## config.mk

```make
export PLATFORM = sky130hd
export DESIGN_NAME = uart_tx_ctrl_flat
export DESIGN_NICKNAME = d
export VERILOG_FILES = /design/src/rtl/uart_tx_pkg.sv /design/src/rtl/uart_tx_ctrl_if.sv /design/src/rtl/uart_tx_serializer.sv /design/src/rtl/uart_tx_ctrl.sv /design/src/flat_wrapper.sv
export SDC_FILE = /design/constraint.sdc
export NUM_CORES = 1
export LEC_CHECK = 0
export ABC_CLOCK_PERIOD_IN_PS = 2370
export BUFFER_PORTS_ARGS = -buffer_cell sky130_fd_sc_hd__buf_2
export CAP_MARGIN = 40
export CORE_MARGIN = 1.5
export CORE_UTILIZATION = 52
export DETAILED_ROUTE_END_ITERATION = 10
export GPL_TIMING_DRIVEN = 0
export PLACE_DENSITY = 0.75
export SYNTH_ARGS = -nofsm -noshare
export SYNTH_HDL_FRONTEND = slang
export SYNTH_SLANG_ARGS = --single-unit
export TNS_END_PERCENT = 30
```

## constraint.sdc

```tcl
create_clock -name CLK -period 2.37 [get_ports CLK]
set_input_delay 0.237 -clock CLK [delete_from_list [all_inputs] [get_ports CLK]]
set_output_delay 0.237 -clock CLK [all_outputs]
set_load 0.05 [all_outputs]
```

## src/rtl/uart_tx_pkg.sv

```systemverilog
// uart_tx_pkg: shared state encoding, line levels and sizing helper for the UART transmitter.
package uart_tx_pkg;

    typedef enum logic [2:0] {
        IDLE   = 3'd0,
        START  = 3'd1,
        DATA   = 3'd2,
        PARITY = 3'd3,
        STOP   = 3'd4
    } tx_state_e;

    localparam logic START_BIT  = 1'b0;
    localparam logic STOP_BIT   = 1'b1;
    localparam logic IDLE_LEVEL = 1'b1;

    // Keeps the bit counter at least one bit wide for degenerate one-bit words.
    function automatic int cnt_width(input int w);
        return (w > 1) ? $clog2(w) : 1;
    endfunction

endpackage

```

## src/rtl/uart_tx_ctrl_if.sv

```systemverilog
// uart_tx_ctrl_if: parallel request side and serial line of the UART transmitter.
interface uart_tx_ctrl_if #(parameter int WIDTH = 8);

    logic [WIDTH-1:0] P_DATA;
    logic             DATA_VALID;
    logic             PAR_EN;
    logic             par_bit;
    logic             TX_OUT;
    logic             Busy;

    modport master (
        output P_DATA, DATA_VALID, PAR_EN, par_bit,
        input  TX_OUT, Busy
    );

    modport slave (
        input  P_DATA, DATA_VALID, PAR_EN, par_bit,
        output TX_OUT, Busy
    );

endinterface

```

## src/rtl/uart_tx_serializer.sv

```systemverilog
// uart_tx_serializer: shift register and bit counter feeding the data slots of a frame.
module uart_tx_serializer
    import uart_tx_pkg::*;
#(
    parameter int WIDTH = 8
) (
    input  logic             CLK,
    input  logic             RST,
    input  logic             load_i,
    input  logic             shift_en_i,
    input  logic [WIDTH-1:0] data_i,
    output logic             ser_bit_o,
    output logic             ser_done_o
);

    localparam int CW = cnt_width(WIDTH);

    logic [WIDTH-1:0] sh_q, sh_d;
    logic [CW-1:0]    cnt_q, cnt_d;

    always_comb begin
        sh_d  = load_i ? data_i : (shift_en_i ? sh_q >> 1 : sh_q);
        cnt_d = load_i ? '0 : (shift_en_i ? cnt_q + 1'b1 : cnt_q);
    end

    // Head of the next register value, so the registered line carries bit i in data slot i.
    assign ser_bit_o  = sh_d[0];
    assign ser_done_o = (cnt_q == CW'(WIDTH - 1));

    always_ff @(posedge CLK or negedge RST) begin
        if (!RST) begin
            sh_q  <= '0;
            cnt_q <= '0;
        end else begin
            sh_q  <= sh_d;
            cnt_q <= cnt_d;
        end
    end

endmodule

```

## src/rtl/uart_tx_ctrl.sv

```systemverilog
// uart_tx_ctrl: frame FSM and output mux; sends start, LSB-first data, optional parity and stop.
module uart_tx_ctrl
    import uart_tx_pkg::*;
#(
    parameter int WIDTH = 8
) (
    input logic              CLK,
    input logic              RST,
    uart_tx_ctrl_if.slave    bus
);

    tx_state_e state_q;
    logic      tx_q;
    logic      busy_q;
    logic      par_en_q;
    logic      load;
    logic      shift_en;
    logic      ser_bit;
    logic      ser_done;

    assign load     = (state_q == IDLE) && bus.DATA_VALID;
    assign shift_en = (state_q == DATA) && !ser_done;

    uart_tx_serializer #(.WIDTH(WIDTH)) u_ser (
        .CLK        (CLK),
        .RST        (RST),
        .load_i     (load),
        .shift_en_i (shift_en),
        .data_i     (bus.P_DATA),
        .ser_bit_o  (ser_bit),
        .ser_done_o (ser_done)
    );

    // Outputs are loaded with the level of the state being entered, so they move with the state register.
    always_ff @(posedge CLK or negedge RST) begin
        if (!RST) begin
            state_q  <= IDLE;
            tx_q     <= IDLE_LEVEL;
            busy_q   <= 1'b0;
            par_en_q <= 1'b0;
        end else begin
            case (state_q)
                IDLE: begin
                    state_q  <= bus.DATA_VALID ? START : IDLE;
                    tx_q     <= bus.DATA_VALID ? START_BIT : IDLE_LEVEL;
                    busy_q   <= bus.DATA_VALID;
                    par_en_q <= bus.DATA_VALID ? bus.PAR_EN : par_en_q;
                end
                START: begin
                    state_q <= DATA;
                    tx_q    <= ser_bit;
                end
                DATA: begin
                    state_q <= !ser_done ? DATA : (par_en_q ? PARITY : STOP);
                    tx_q    <= !ser_done ? ser_bit : (par_en_q ? bus.par_bit : STOP_BIT);
                end
                PARITY: begin
                    state_q <= STOP;
                    tx_q    <= STOP_BIT;
                end
                STOP: begin
                    state_q <= IDLE;
                    tx_q    <= IDLE_LEVEL;
                    busy_q  <= 1'b0;
                end
                default: begin
                    state_q <= IDLE;
                    tx_q    <= IDLE_LEVEL;
                    busy_q  <= 1'b0;
                end
            endcase
        end
    end

    assign bus.TX_OUT = tx_q;
    assign bus.Busy   = busy_q;

endmodule

```

## src/flat_wrapper.sv

```systemverilog
// flat-port wrapper written by rule: the top's interface ports become plain ports
module uart_tx_ctrl_flat import uart_tx_pkg::*;
#(
    parameter int WIDTH = 8
)
  (CLK, RST, bus_P_DATA, bus_DATA_VALID, bus_PAR_EN, bus_par_bit, bus_TX_OUT, bus_Busy);
  uart_tx_ctrl_if #(.WIDTH(WIDTH)) bus_i ();
  input logic CLK;
  input logic RST;
  input wire logic [$bits(bus_i.P_DATA)-1:0] bus_P_DATA;
  input wire logic [$bits(bus_i.DATA_VALID)-1:0] bus_DATA_VALID;
  input wire logic [$bits(bus_i.PAR_EN)-1:0] bus_PAR_EN;
  input wire logic [$bits(bus_i.par_bit)-1:0] bus_par_bit;
  output wire logic [$bits(bus_i.TX_OUT)-1:0] bus_TX_OUT;
  output wire logic [$bits(bus_i.Busy)-1:0] bus_Busy;
  assign bus_i.P_DATA = bus_P_DATA;
  assign bus_i.DATA_VALID = bus_DATA_VALID;
  assign bus_i.PAR_EN = bus_PAR_EN;
  assign bus_i.par_bit = bus_par_bit;
  assign bus_TX_OUT = bus_i.TX_OUT;
  assign bus_Busy = bus_i.Busy;
  uart_tx_ctrl #(.WIDTH(WIDTH)) u_core (.CLK(CLK), .RST(RST), .bus(bus_i));
endmodule
```

# Word level (Yosys, flattened, before mapping)
# Index checks and enable logic that the tools add are counted.
[totals]
register_bits = 17
latch_bits = 0
mem_bits_rw = 0
romBits = 0
in_bits = 13
wordCells = 32
mem_count = 0
[op_classes]
addsub = 1
multipliers = 0
div_mod_pow = 0
order_cmp = 0
eq_ne = 4
n_shift = 0
mux = 13
bitwise = 0
n_reduce_logical = 7
[op_table]
columns = ["cell", "n"]
rows = [
  ["2-to-1 mux 8 bit", 2],
  ["2-to-1 mux 3 bit", 4],
  ["case mux 3 bit (4 select lines)", 1],
  ["equality test 3 x 2 -> 1 bit, second input constant", 2],
  ["2-to-1 mux 1 bit", 4],
  ["adder 3 x 1 -> 3 bit, second input constant", 1],
  ["equality test 3 x 1 -> 1 bit, second input constant", 1],
  ["equality test 3 bit, second input constant", 1],
  ["logical NOT 3 bit", 1],
  ["case mux 1 bit (3 select lines)", 1],
  ["OR reduction 3 bit", 1],
  ["logical AND 1 bit", 2],
  ["case mux 1 bit (2 select lines)", 1],
  ["AND reduction 2 bit", 1],
  ["nonzero test 2 bit", 1],
  ["logical NOT 1 bit", 1],
]

# Longest topological paths before layout
# Gate-level depths: netlist of the first run.
[logic_depth]
ltp_word = 7
depth_mapped = 7
mapped_depth_nobuf = 6

# Cells and area by module
# Synthesis of the first run repeated with hierarchy kept, for this count alone.
[hier_totals]
cells_unflattened = 75
hier_area_um2 = 815.8
[modules_own_cells]
columns = ["mod", "instances", "cells_each", "area_each_um2"]
rows = [
  ["uart_tx_serializer", 1, 45, 508.0],
  ["uart_tx_ctrl", 1, 30, 307.8],
]

# Least setup slack after synthesis of the first run
# Ideal clock, no wire load.
[synth_path]
path_type = "register to register"
start = "register u_core.u_ser.cnt_q[0]"
end = "register u_core.tx_q, in the netlist u_core.bus.TX_OUT"
setup_ns = 0.099
arrival_ns = 1.767
path_slack_ns = 0.504
path_stages_with_launch = 8
path_buffers = 1
synth_period_minus_slack_ns = 1.866
path_cell_list = "dfrtp_1 > ha_1 > ha_1 > or4b_1 > buf_2 > o22ai_2 > o21bai_2 > a31oi_2"
[synth_via]
elab_chain_len = 7
[synth_rtl]
columns = ["item", "line", "rtl"]
rows = [
  ["start: declaration", "uart_tx_serializer.sv:19", "logic [CW-1:0] cnt_q, cnt_d;"],
  ["start signal: assignment", "uart_tx_serializer.sv:36", "cnt_q <= cnt_d;"],
  ["equality test 3 bit (*)", "uart_tx_serializer.sv:28", "assign ser_done_o = (cnt_q == CW'(WIDTH - 1));"],
  ["logical NOT 1 bit", "uart_tx_ctrl.sv:22", "assign shift_en = (state_q == DATA) && !ser_done;"],
  ["logical AND 1 bit", "uart_tx_ctrl.sv:22", ""],
  ["2-to-1 mux 8 bit (2 in series)", "uart_tx_serializer.sv:22", "sh_d = load_i ? data_i : (shift_en_i ? sh_q >> 1 : sh_q);"],
  ["2-to-1 mux 1 bit", "uart_tx_ctrl.sv:55", "tx_q <= !ser_done ? ser_bit : (par_en_q ? bus.par_bit : STOP_BIT);"],
  ["case mux 1 bit (3 select lines) (*)", "uart_tx_ctrl.sv:42", "case (state_q)"],
  ["end signal: assignment", "uart_tx_ctrl.sv:45", "tx_q <= bus.DATA_VALID ? START_BIT : IDLE_LEVEL;"],
  ["end signal: assignment", "uart_tx_ctrl.sv:51", "tx_q <= ser_bit;"],
  ["end signal: assignment", "uart_tx_ctrl.sv:55", ""],
  ["end: declaration", "uart_tx_ctrl.sv:13", "logic tx_q;"],
]
# Mark *: on every way between the ends. The rest lies on a longest branch, timed or not. The select of a mux whose other input is x is not followed.
# A chain may end at the register's enable or synchronous reset.

# Worst setup path after layout of the first run
# Ends and elaborated chain as after synthesis.

==> results.py, run 1 <==
metrics = {
    "timing": {
        "timing.final.crit_share_pct": 85.1,
        "max_freq_mhz": 496,
        "hold_viol": 0,
        "slew-limit-headroom_pct": 48.6,
        "grt_setup_unrepaired": "no",
        "layout_min_cycle_time_ns": 2.02,
        "finalSetupTns_ns": 0,
        "worst_pin_slew_ns": 0.769,
        "setup_violations": 0,
        "fin_worst_skew_ns": 0.00615,
        "final-max-slew-violation-count": 0,
    },
    "detailed_routing": {
        "avgViaCountPerCell": 5.92,
        "detailedRoute.firstPassIterationCount": 4,
        "routed_wire_length_per_instance_um": 13.9,
        "num_vias": 675,
        "drt.antenna.violating_nets": 0,
        "wirelength_um": 1580,
        "route.detailed.drc": 0,
        "first_iter_violations": 27,
    },
    "grt": {
        "grt_max_degree": 18,
        "grt_pass1_vias": 602,
        "antenna_found_initial": 0,
        "grt_usage_pct": 19.7,
        "grt_overflow": 0,
        "grt_first_pass_wirelength_um": 2560,
    },
    "power": {
        "p_per_area_nw_per_um2": 1350,
        "ir_drop_mv": 0.708,
        "static-leakage-power_nw": 0.447,
        "design_power_total_w": 0.00128,
    },
    "synth": {
        "synth_seq_area_share_pct": 51.7,
        "async_sr_flop_fraction_pct": 100,
        "count_of_flip_flops_with_a_built_in_enable_after_synthesis": 0,
        "synthesis.yosys.warnings": 0,
        "synthesis.area_um2": 826,
        "netlist-cell-type-count": 30,
        "yosysTopAreaCell": "dfrtp_1",
        "post-synth-top-area-fraction_pct": 48.5,
        "synth_area_per_cell_um2": 10.5,
        "synth_top_cells_by_area": "dfrtp_1 48%, nand2_1 4.5%, nor2_1 4.5%",
        "ys_seq_elements": 17,
        "synthesized_instance_count": 79,
        "syn_nets": 94,
        "dominantRegCellSynth": "dfrtp_1",
    },
    "placement": {
        "dp_hpwl_um": 1080,
        "portBuffers": 14,
        "gpl.final_weighted_congestion": 0.803,
    },
    "critical_path": {
        "crit_path_max_fanout": 7,
        "critPathLaunchType": "flop",
        "setup.worst_path.start": "u_core.u_ser.cnt_q[0]",
        "timing.critical_path.buf_inv": 1,
        "cp-end-kind": "flop",
        "required_ns": 2.57,
        "timing.critical_path.mode_cell": "ha_1",
        "crit_family": "simple AND/OR/NAND/NOR gates",
        "worst_path_largest_cell_delay_ns": 0.51,
        "worstPathArrival_ns": 2.21,
        "cp_slowest_cell": "or4b_1",
        "critPathKind": "reg2reg",
        "worstReg2RegStart": "u_core.u_ser.cnt_q[0]",
        "timing.critical_path.cells": "ha_1 -> ha_1 -> or4b_1 -> buf_2 -> o22ai_2 -> o21bai_2 -> a31oi_2",
        "cp.depth": 7,
        "reg2reg_depth": 7,
        "timing.reg2reg.setup_slack_ns": 0.35,
    },
    "floorplanning": {
        "start_util_pct": 55.5,
        "ioPinCount": 15,
        "placeableCoreArea_um2": 1490,
        "floorplan.die.height_um": 42.9,
        "area_of_the_die_um2": 1840,
        "chipWidth_um": 42.9,
        "rows": 14,
    },
    "hold_path": {
        "holdPathStages": 3,
        "min_path_type": "in2reg",
        "holdCritStartpoint": "bus_PAR_EN",
    },
    "final_layout": {
        "post-route-util_pct": 63.9,
        "antennaDiodeCount": 0,
        "final_layout_size_suffix_gt1_share_pct": 28.6,
        "number_of_nets_in_the_layout": 114,
        "area_growth_syn_to_layout_pct": 15.3,
    },
    "flow_run": {
        "max_cap_viols": 0,
    },
    "clock_network": {
        "clkSinkCount": 17,
        "post_cts_resized": 0,
        "cts-htree-levels": 1,
        "clock_insertion_delay_worst_skew_ns": 0.29,
        "clock_tree_from_tritoncts": "done",
        "clk_transition_reported_paths_ns": 0.10,
        "cts_root_buffer": "clkbuf_4",
        "max-clock-path-buffers": 2,
        "numCtsBuffers": 3,
    },
    "status": {
        "run_status": "finished, final reports clean",
    },
}
==> what timing repair did <==
item / in CTS / in global routing
hold buffers: 1 / 0
endpoints found under the hold margin: 16 / 0
setup buffers: 0 / 0
==> where the power goes <==
part           internal (W)  switching, W
combinational      0.000248      0.000370
sequential         0.000431     0.0000787
clock             0.0000654     0.0000885
total              0.000744      0.000537
==> cells in the final DEF, fill, tap and decap left out, drive strengths merged, types with 2 or more instances in the layout <==
cell,instances
buf,18
dfrtp,16
nand2,11
nor2,10
clkbuf,5
o22ai,4
o21ai,4
a21oi,3
nor3,2
or4b,2
inv,2
mux2i,2
nor4b,2
a22o,2
a22oi,2
ha,2
a31oi,2
==> worst min-delay path: stages <==
cell	delay, ns
buf_2	0.08
nand2_1	0.03
o21ai_0	0.06
==> sequential cells by signal, summed over array words and instances, names as in the netlist <==
signal	count
u_core.u_ser.cnt_q	3
u_core.bus.TX_OUT	1
u_core.state_q	3
u_core.bus.Busy	1
u_core.u_ser.sh_q	8
u_core.par_en_q	1
==> cell usage after synthesis (2+ instances only) <==
library cell / number
ha_1: 2
nor3_1: 2
o21ai_0: 3
a22o_1: 2
dfrtp_1: 16
nor4b_2: 2
nor2_1: 10
or4b_1: 2
mux2i_1: 2
o22ai_1: 3
inv_1: 2
a22oi_1: 2
a21oi_1: 3
buf_2: 3
nand2_1: 10
==> per-layer routing <==
metal	routed length [µm]	global-route usage, %	vias up
li1	-	-	326
met1	717	25.1	331
met2	778	29.1	16
met3	68	5.11	2
met4	15	13.1	0
met5	0	0	-
==> stage by stage <==
stage,setup slack [ns],cell area [µm²],hold WS [ns],std cells
4_1_cts,0.350,952,0.145,114
5_1_grt,0.247,952,0.170,114
3_5_place_dp,0.376,916,0.176,109
6_report,0.353,952,0.154,114
2_1_floorplan,0.504,826,-0.0586,79
3_3_place_gp,0.398,916,0.173,109
==> kinds of logic (layout without fill, tap and decap cells) <==
kind of cell | count (synthesis) | after routing | synth area share, %
compound gates | 21 | 21 | 18.6
fa+ha+maj | 2 | 2 | 3.03
buf+inv | 7 | 26 | 4.54
flops | 17 | 17 | 51.7
mux | 2 | 2 | 2.42
simple gates | 30 | 30 | 19.7
==> worst paths after layout <==
kind / end
max in group asynchronous: u_core.bus.TX_OUT
worst min-delay path: u_core.par_en_q
min in group asynchronous: u_core.u_ser.sh_q[2]
worst max-delay path: u_core.bus.TX_OUT
worst max register to register: u_core.bus.TX_OUT
worst min register to register: u_core.u_ser.sh_q[2]
==> area by class of cell <==
class	instances	area, µm²
Buffer	5	30.0
Clock buffer	4	26.3
Fill cell	125	537
Inverter	2	7.51
Multi-Input combinational cell	55	362
Sequential cell	17	427
Tap cell	16	20.0
Timing Repair Buffer	15	80.1
Note: power is estimated with default switching activity, not from simulation.
==> inputs of run 2 (changes only) <==
--- a/config.mk
+++ b/config.mk
@@ -15,5 +15,6 @@
 export PLACE_DENSITY = 0.75
 export SYNTH_ARGS = -nofsm -noshare
 export SYNTH_HDL_FRONTEND = slang
+export SYNTH_HIERARCHICAL = 1
 export SYNTH_SLANG_ARGS = --single-unit
 export TNS_END_PERCENT = 30
==> run 2 against run 1 <==
- design area increased by 0.53%
- clock skew shrank 0.0055 ns
- register-to-register slack got worse by 0.18 ns
- die area down 1.1%
- count of clock-buffer cells in the layout unchanged
- critical path depth increased by 1
- hold slack gained 0.0056 ns
- worst setup slack lost 0.18 ns
- global-route usage is 2.1 points lower
- clock power is 3% lower
- wire length down 15%
- critical path type unchanged
- largest cell class unchanged
- highest routed layer unchanged
==> results.py, run 2 <==
metrics = {
    "timing": {
        "layout_min_cycle_time_ns": 2.19,
        "worst_pin_slew_ns": 0.360,
        "final-max-slew-violation-count": 0,
        "hold_viol": 0,
        "max_freq_mhz": 456,
        "finalSetupTns_ns": 0,
        "fin_worst_skew_ns": 0.000603,
        "fin_ws_ns": 0.176,
        "slew-limit-headroom_pct": 76.0,
        "grt_setup_unrepaired": "no",
        "setup_violations": 0,
        "holdWs_ns": 0.160,
        "timing.final.crit_share_pct": 92.6,
    },
    "detailed_routing": {
        "num_vias": 606,
        "routed_wire_length_per_instance_um": 12.2,
        "wirelength_um": 1340,
        "route.detailed.drc": 0,
        "avgViaCountPerCell": 5.51,
        "first_iter_violations": 7,
        "drt.antenna.violating_nets": 0,
        "detailedRoute.firstPassIterationCount": 4,
    },
    "critical_path": {
        "cp-end-kind": "flop",
        "timing.critical_path.cells": "ha_1 -> ha_1 -> nor4_4 -> buf_6 -> mux2i_1 -> o21ai_1 -> o311ai_1 -> o21ai_0",
        "required_ns": 2.58,
        "crit_path_max_fanout": 10,
        "worstPathArrival_ns": 2.40,
        "crit_family": "adder cells",
        "critPathKind": "reg2reg",
        "critPathLaunchType": "flop",
        "timing.critical_path.mode_cell": "ha_1",
        "timing.critical_path.buf_inv": 1,
        "cp_slowest_cell": "dfrtp_1",
        "worst_path_largest_cell_delay_ns": 0.40,
    },
    "placement": {
        "portBuffers": 14,
        "gpl.final_weighted_congestion": 0.708,
        "post_dp_cell_area_um2": 906,
        "place_ws_ns": 0.0438,
        "dp_hpwl_um": 944,
    },
    "clock_network": {
        "clock_tree_from_tritoncts": "done",
        "cts_root_buffer": "clkbuf_4",
        "clk_transition_reported_paths_ns": 0.09,
        "numCtsBuffers": 3,
        "clock_insertion_delay_worst_skew_ns": 0.28,
        "post-cts-setup-buffers": 0,
        "cts-htree-levels": 1,
        "max-clock-path-buffers": 2,
        "clkSinkCount": 17,
    },
    "synth": {
        "post_synthesis_share_of_cell_area_spent_on_xor_and_xnor_gates_pct": 1.07,
        "synthesis.area_um2": 816,
        "yosys.cell_count.top_type": "dfrtp_1",
        "synth_top_cells_by_area": "dfrtp_1 49%, mux2i_1 11%, nand2_1 4.1%",
        "synth_seq_area_share_pct": 52.3,
        "syn_nets": 90,
        "synth.mux.area_fraction_pct": 12.9,
        "post_synth_and_or_nand_nor_area_fraction_pct": 13.0,
        "count_of_flip_flops_with_a_built_in_enable_after_synthesis": 0,
        "dominantRegCellSynth": "dfrtp_1",
        "synth_area_per_cell_um2": 10.9,
        "synth_compound_area_share_pct": 12.4,
        "post-synth-top-area-fraction_pct": 49.1,
        "ys_top_cells_by_count": "16 x dfrtp_1, 9 x mux2i_1, 9 x nand2_1",
        "async_sr_flop_fraction_pct": 100,
        "synthesized_instance_count": 75,
        "synthesis.yosys.warnings": 6,
        "synth_top_family_by_area": "simple AND/OR/NAND/NOR gates",
        "netlist-cell-type-count": 25,
        "yosysTopAreaCell": "dfrtp_1",
        "synth-adder-area-share_pct": 3.07,
        "ys_seq_elements": 17,
    },
    "grt": {
        "grt_max_degree": 18,
        "grt_usage_pct": 17.6,
        "grt_overflow": 0,
        "grt_pass1_vias": 572,
        "grt_first_pass_wirelength_um": 2320,
        "antenna_found_initial": 0,
    },
    "final_layout": {
        "reg.largest.list": "u_core/u_ser/sh_q x8, u_core/state_q x3, u_core/u_ser/cnt_q x3",
        "layout_common_cells": "16 x dfrtp_1, 15 x buf_2, 9 x nand2_1, 9 x mux2i_1, 7 x nor2_1",
        "postLayoutCellArea_um2": 957,
        "area_growth_syn_to_layout_pct": 17.3,
        "largest_reg_flops": 8,
        "antennaDiodeCount": 0,
        "top_register": "u_core/u_ser/sh_q",
        "post-route-util_pct": 64.3,
        "number_of_nets_in_the_layout": 110,
        "final_layout_size_suffix_gt1_share_pct": 27.7,
        "final_common_cell": "dfrtp_1",
        "layout.filler_cells": 138,
    },
    "floorplanning": {
        "placeableCoreArea_um2": 1490,
        "start_util_pct": 54.8,
        "rows": 14,
        "floorplan.die.height_um": 42.6,
        "area_of_the_die_um2": 1820,
        "chipWidth_um": 42.6,
        "ioPinCount": 15,
    },
    "power": {
        "ir_drop_mv": 0.762,
        "p_per_area_nw_per_um2": 1300,
        "static-leakage-power_nw": 0.454,
    },
    "flow_run": {
        "max_cap_viols": 0,
    },
    "hold_path": {
        "min_path_type": "in2reg",
    },
    "status": {
        "run_status": "finished, final reports clean",
    },
}
==> run 2: cell type report <==
class | instances | area [µm²] | area share (%)
multi-input cells | 51 | 362 | 37.8
flip-flops and latches | 17 | 427 | 44.6
repair buffers | 15 | 80.1 | 8.37
well taps | 16 | 20.0 | 2.09
inverters | 3 | 11.3 | 1.18
clock buffers | 4 | 26.3 | 2.75
plain buffers | 4 | 31.3 | 3.27
==> run 2: logic make-up after synthesis <==
family / count (synthesis)
AND/OR/NAND/NOR: 21
AO/OA/AOI/OAI: 17
flip-flops: 17
multiplexers: 10
buffers and inverters: 7
adder cells (fa/ha/maj): 2
XOR/XNOR: 1
==> run 2: through the flow <==
| stage | std cells | total power [W] |
|---|---|---|
| 2_1_floorplan | 75 | 0.000968 |
| 3_3_place_gp | 105 | 0.00106 |
| 3_5_place_dp | 105 | 0.00108 |
| 4_1_cts | 110 | 0.00124 |
| 5_1_grt | 110 | 0.00135 |
| 6_report | 110 | 0.00124 |
==> run 2: path summary, 6_finish.rpt <==
| check | startpoint | slack [ns] | cells past startpoint | endpoint |
|---|---|---|---|---|
| max | u_core/u_ser/cnt_q[0] | 0.18 | 8 | u_core/bus.TX_OUT |
| min | bus_P_DATA[4] | 0.16 | 3 | u_core/u_ser/sh_q[4] |
| max reg2reg | u_core/u_ser/cnt_q[0] | 0.18 | 8 | u_core/bus.TX_OUT |
| min reg2reg | u_core/u_ser/sh_q[7] | 0.53 | 1 | u_core/u_ser/sh_q[7] |
| max in group asynchronous | RST | 1.68 | 2 | u_core/bus.TX_OUT |
| min in group asynchronous | RST | 0.39 | 2 | u_core/u_ser/sh_q[7] |
==> run 2: timing repair <==
item                                    CTS  global route
endpoints found under the setup margin    0             1
resized for setup                         0             2
hold buffers                              1             0
endpoints found under the hold margin    16             0
==> run 2: worst min-delay path, stage by stage <==
cell and delay, ns:
buf_2 0.07, nand2_1 0.04, o21ai_1 0.06
==> run 2: routing by layer <==
metal / wire, µm / GRT usage, % / share of wire [%] / vias up
met2: 688 / 28.9 / 51 / 7
li1: - / - / - / 296
met1: 609 / 21.3 / 46 / 301
met3: 23 / 2.59 / 1.7 / 2
met5: 0 / 0 / 0 / -
met4: 15 / 11.3 / 1.1 / 0
==> run 2: power breakdown <==
| group | leakage (nW) | switching [W] | internal (W) |
|---|---|---|---|
| Combinational | 0.226 | 0.000324 | 0.000262 |
| Clock | 0.0150 | 0.0000835 | 0.0000652 |
| Sequential | 0.213 | 0.0000827 | 0.000428 |
| Total | 0.454 | 0.000490 | 0.000755 |
==> inputs of run 3 (changes only) <==
--- a/config.mk
+++ b/config.mk
@@ -5,11 +5,13 @@
 export SDC_FILE = /design/constraint.sdc
 export NUM_CORES = 1
 export LEC_CHECK = 0
+export ABC_AREA = 1
 export ABC_CLOCK_PERIOD_IN_PS = 2370
 export BUFFER_PORTS_ARGS = -buffer_cell sky130_fd_sc_hd__buf_2
 export CAP_MARGIN = 40
 export CORE_MARGIN = 1.5
 export CORE_UTILIZATION = 52
+export CTS_BUF_LIST = sky130_fd_sc_hd__clkbuf_8 sky130_fd_sc_hd__clkbuf_16
 export DETAILED_ROUTE_END_ITERATION = 10
 export GPL_TIMING_DRIVEN = 0
 export PLACE_DENSITY = 0.75
==> run 3 against run 2 <==
- die area is the same
- via count up 10%
- fmax is 20% higher
- count of clock-buffer cells in the layout down 1
- register-to-register slack better by 0.36 ns
- sequential power shrank 2%
- critical endpoint unchanged
- largest cell class unchanged
- critical path type unchanged
- highest routed layer is now met3
- non-clock buffer count decreased by 1
- clock power up 39%
- sequential share of layout area down 0.17 points
==> results.py, run 3 <==
metrics = {
    "clock_network": {
        "post_cts_resized": 0,
        "clk_transition_reported_paths_ns": 0.07,
        "clock_tree_from_tritoncts": "done",
        "clock_insertion_delay_worst_skew_ns": 0.25,
        "numCtsBuffers": 3,
        "cts_root_buffer": "clkbuf_8",
        "cts-htree-levels": 1,
        "clkSinkCount": 17,
        "max-clock-path-buffers": 2,
    },
    "timing": {
        "fin_worst_skew_ns": 0.00368,
        "layout_min_cycle_time_ns": 1.83,
        "worst_pin_slew_ns": 0.370,
        "holdWs_ns": 0.188,
        "hold_viol": 0,
        "slew-limit-headroom_pct": 75.3,
        "setup_violations": 0,
        "final-max-slew-violation-count": 0,
        "grt_setup_unrepaired": "no",
        "timing.final.crit_share_pct": 77.4,
        "max_freq_mhz": 545,
        "finalSetupTns_ns": 0,
    },
    "critical_path": {
        "cp_slowest_cell": "dfrtp_1",
        "required_ns": 2.56,
        "critPathLaunchType": "flop",
        "timing.critical_path.mode_cell": "nor2_1",
        "worstPathArrival_ns": 2.03,
        "crit_path_max_fanout": 10,
        "timing.reg2reg.setup_slack_ns": 0.54,
        "cp-end-kind": "flop",
        "timing.critical_path.cells": "ha_1 -> ha_1 -> nor2_1 -> buf_4 -> nand3_1 -> nand3_1 -> nor2_1 -> nor2_1 -> nand2_1 -> nand2_1",
        "worst_path_largest_cell_delay_ns": 0.39,
        "critPathKind": "reg2reg",
    },
    "final_layout": {
        "number_of_nets_in_the_layout": 130,
        "postLayoutCellArea_um2": 961,
        "reg.largest.list": "u_core/u_ser/sh_q x8, u_core/state_q x3, u_core/u_ser/cnt_q x3",
        "layout.filler_cells": 124,
        "finalNonFillerCells": 130,
        "final_common_cell": "nand2_1",
        "antennaDiodeCount": 0,
        "largest_reg_flops": 8,
        "final_layout_size_suffix_gt1_share_pct": 25.4,
        "top_register": "u_core/u_ser/sh_q",
        "area_growth_syn_to_layout_pct": 17.8,
        "layout_common_cells": "30 x nand2_1, 19 x nand3_1, 16 x dfrtp_1",
    },
    "floorplanning": {
        "rows": 14,
        "ioPinCount": 15,
        "floorplan.die.height_um": 42.6,
        "area_of_the_die_um2": 1820,
        "placeableCoreArea_um2": 1490,
        "chipWidth_um": 42.6,
        "start_util_pct": 54.8,
    },
    "synth": {
        "synth_seq_area_share_pct": 52.3,
        "netlist-cell-type-count": 18,
        "post-synth-top-area-fraction_pct": 49.1,
        "synthesis.yosys.warnings": 6,
        "ys_seq_elements": 17,
        "synthesis.area_um2": 816,
        "synthesized_instance_count": 95,
        "async_sr_flop_fraction_pct": 100,
        "synth_top_cells_by_area": "dfrtp_1 49%, nand2_1 14%, nand3_1 12%",
        "yosys.cell_count.top_type": "nand2_1",
        "synth_area_per_cell_um2": 8.59,
        "dominantRegCellSynth": "dfrtp_1",
        "ys_top_cells_by_count": "30 x nand2_1, 19 x nand3_1, 16 x dfrtp_1",
        "syn_nets": 110,
        "yosysTopAreaCell": "dfrtp_1",
        "count_of_flip_flops_with_a_built_in_enable_after_synthesis": 0,
    },
    "detailed_routing": {
        "avgViaCountPerCell": 5.15,
        "met3_wirelength_um": 64,
        "routed_wire_length_per_instance_um": 11.1,
        "maxUsedRoutingLayer": "met3",
        "wirelength_um": 1440,
        "first_iter_violations": 14,
        "route.detailed.drc": 0,
        "dr_wl_met2_um": 653,
        "met1_length_um": 726,
        "num_vias": 669,
        "drt.antenna.violating_nets": 0,
        "detailedRoute.firstPassIterationCount": 5,
    },
    "grt": {
        "grt_overflow": 0,
        "grt_max_degree": 18,
        "antenna_found_initial": 0,
        "grt_pass1_vias": 579,
        "grt_usage_pct": 18.0,
        "grt_first_pass_wirelength_um": 2440,
    },
    "status": {
        "run_status": "finished, final reports clean",
    },
    "power": {
        "static-leakage-power_nw": 0.502,
        "p_per_area_nw_per_um2": 1300,
        "ir_drop_mv": 0.862,
    },
    "placement": {
        "gpl.final_weighted_congestion": 0.745,
        "post_dp_cell_area_um2": 906,
        "dp_hpwl_um": 1010,
        "numPlacedInstances": 125,
        "portBuffers": 14,
    },
    "hold_path": {
        "min_path_type": "in2reg",
    },
    "flow_run": {
        "max_cap_viols": 0,
    },
}
==> run 3: cell count changes after synthesis, sizes merged, moves of 2 or more <==
cell   before  now
nand2       9   32
o21ai       9    5
a21oi       3    1
nor2        7    9
nand3       1   19
mux2i       9    0
inv         3    5
nor3        2    0
==> run 3: worst max-delay path, delay by kind of cell, from the launching register on <==
kind / cells / cell delay (ns)
adders and majority gates: 2 / 0.43
DFF: 1 / 0.39
buffers and inverters: 1 / 0.22
and+or+nand+nor: 7 / 0.74
==> run 3: logic make-up (layout without fill, tap and decap cells) <==
kind of cell	after synthesis	count (layout)	share of synthesized area, %
compound gates	6	6	3.68
fa+ha+maj	2	2	3.07
buf+inv	9	28	6.59
flops	17	17	52.3
simple gates	61	61	34.4
==> run 3: power breakdown <==
group          internal [W]  switching (W)
sequential         0.000426      0.0000727
combinational      0.000198       0.000350
clock              0.000115      0.0000922
total              0.000738       0.000515
==> run 3: worst paths after layout <==
kind,depth (start not counted),from,end
min in group asynchronous,2,RST,u_core/state_q[1]
max,10,u_core/u_ser/cnt_q[0],u_core/bus.TX_OUT
min reg2reg,1,u_core/state_q[2],u_core/state_q[2]
min,3,bus_PAR_EN,u_core/par_en_q
max reg2reg,10,u_core/u_ser/cnt_q[0],u_core/bus.TX_OUT
max in group asynchronous,2,RST,u_core/bus.TX_OUT
==> run 3: what timing repair did <==
action                                 4_1_cts  5_1_grt
hold buffers                                 1        0
endpoints found under the hold margin       16        0
buffers inserted                             0        0
==> run 3: per-layer routing <==
metal / global-route usage (%) / up-vias
met2: 26.2 / 18
met5: 0 / -
met1: 25.9 / 309
met3: 3.88 / 0
li1: - / 342
met4: 7.50 / 0
==> run 3: layout make-up <==
class | count | area, µm² | share of cell area, %
Buffer | 3 | 30.0 | 3.12
Sequential cell | 17 | 427 | 44.4
Multi-Input combinational cell | 69 | 335 | 34.9
Clock inverter | 1 | 3.75 | 0.391
Timing Repair Buffer | 15 | 80.1 | 8.33
Tap cell | 16 | 20.0 | 2.08
Inverter | 6 | 23.8 | 2.47
Clock buffer | 3 | 41.3 | 4.30
==> run 3: stage by stage <==
step / power (W) / setup slack (ns) / utilization, %
global route: 0.00135 / 0.377 / 64.5
floorplan: 0.000931 / 0.713 / -
finish: 0.00125 / 0.537 / 64.5
global placement: 0.00103 / 0.587 / 60.8
detailed placement: 0.00106 / 0.553 / 60.8
CTS: 0.00127 / 0.520 / 64.5
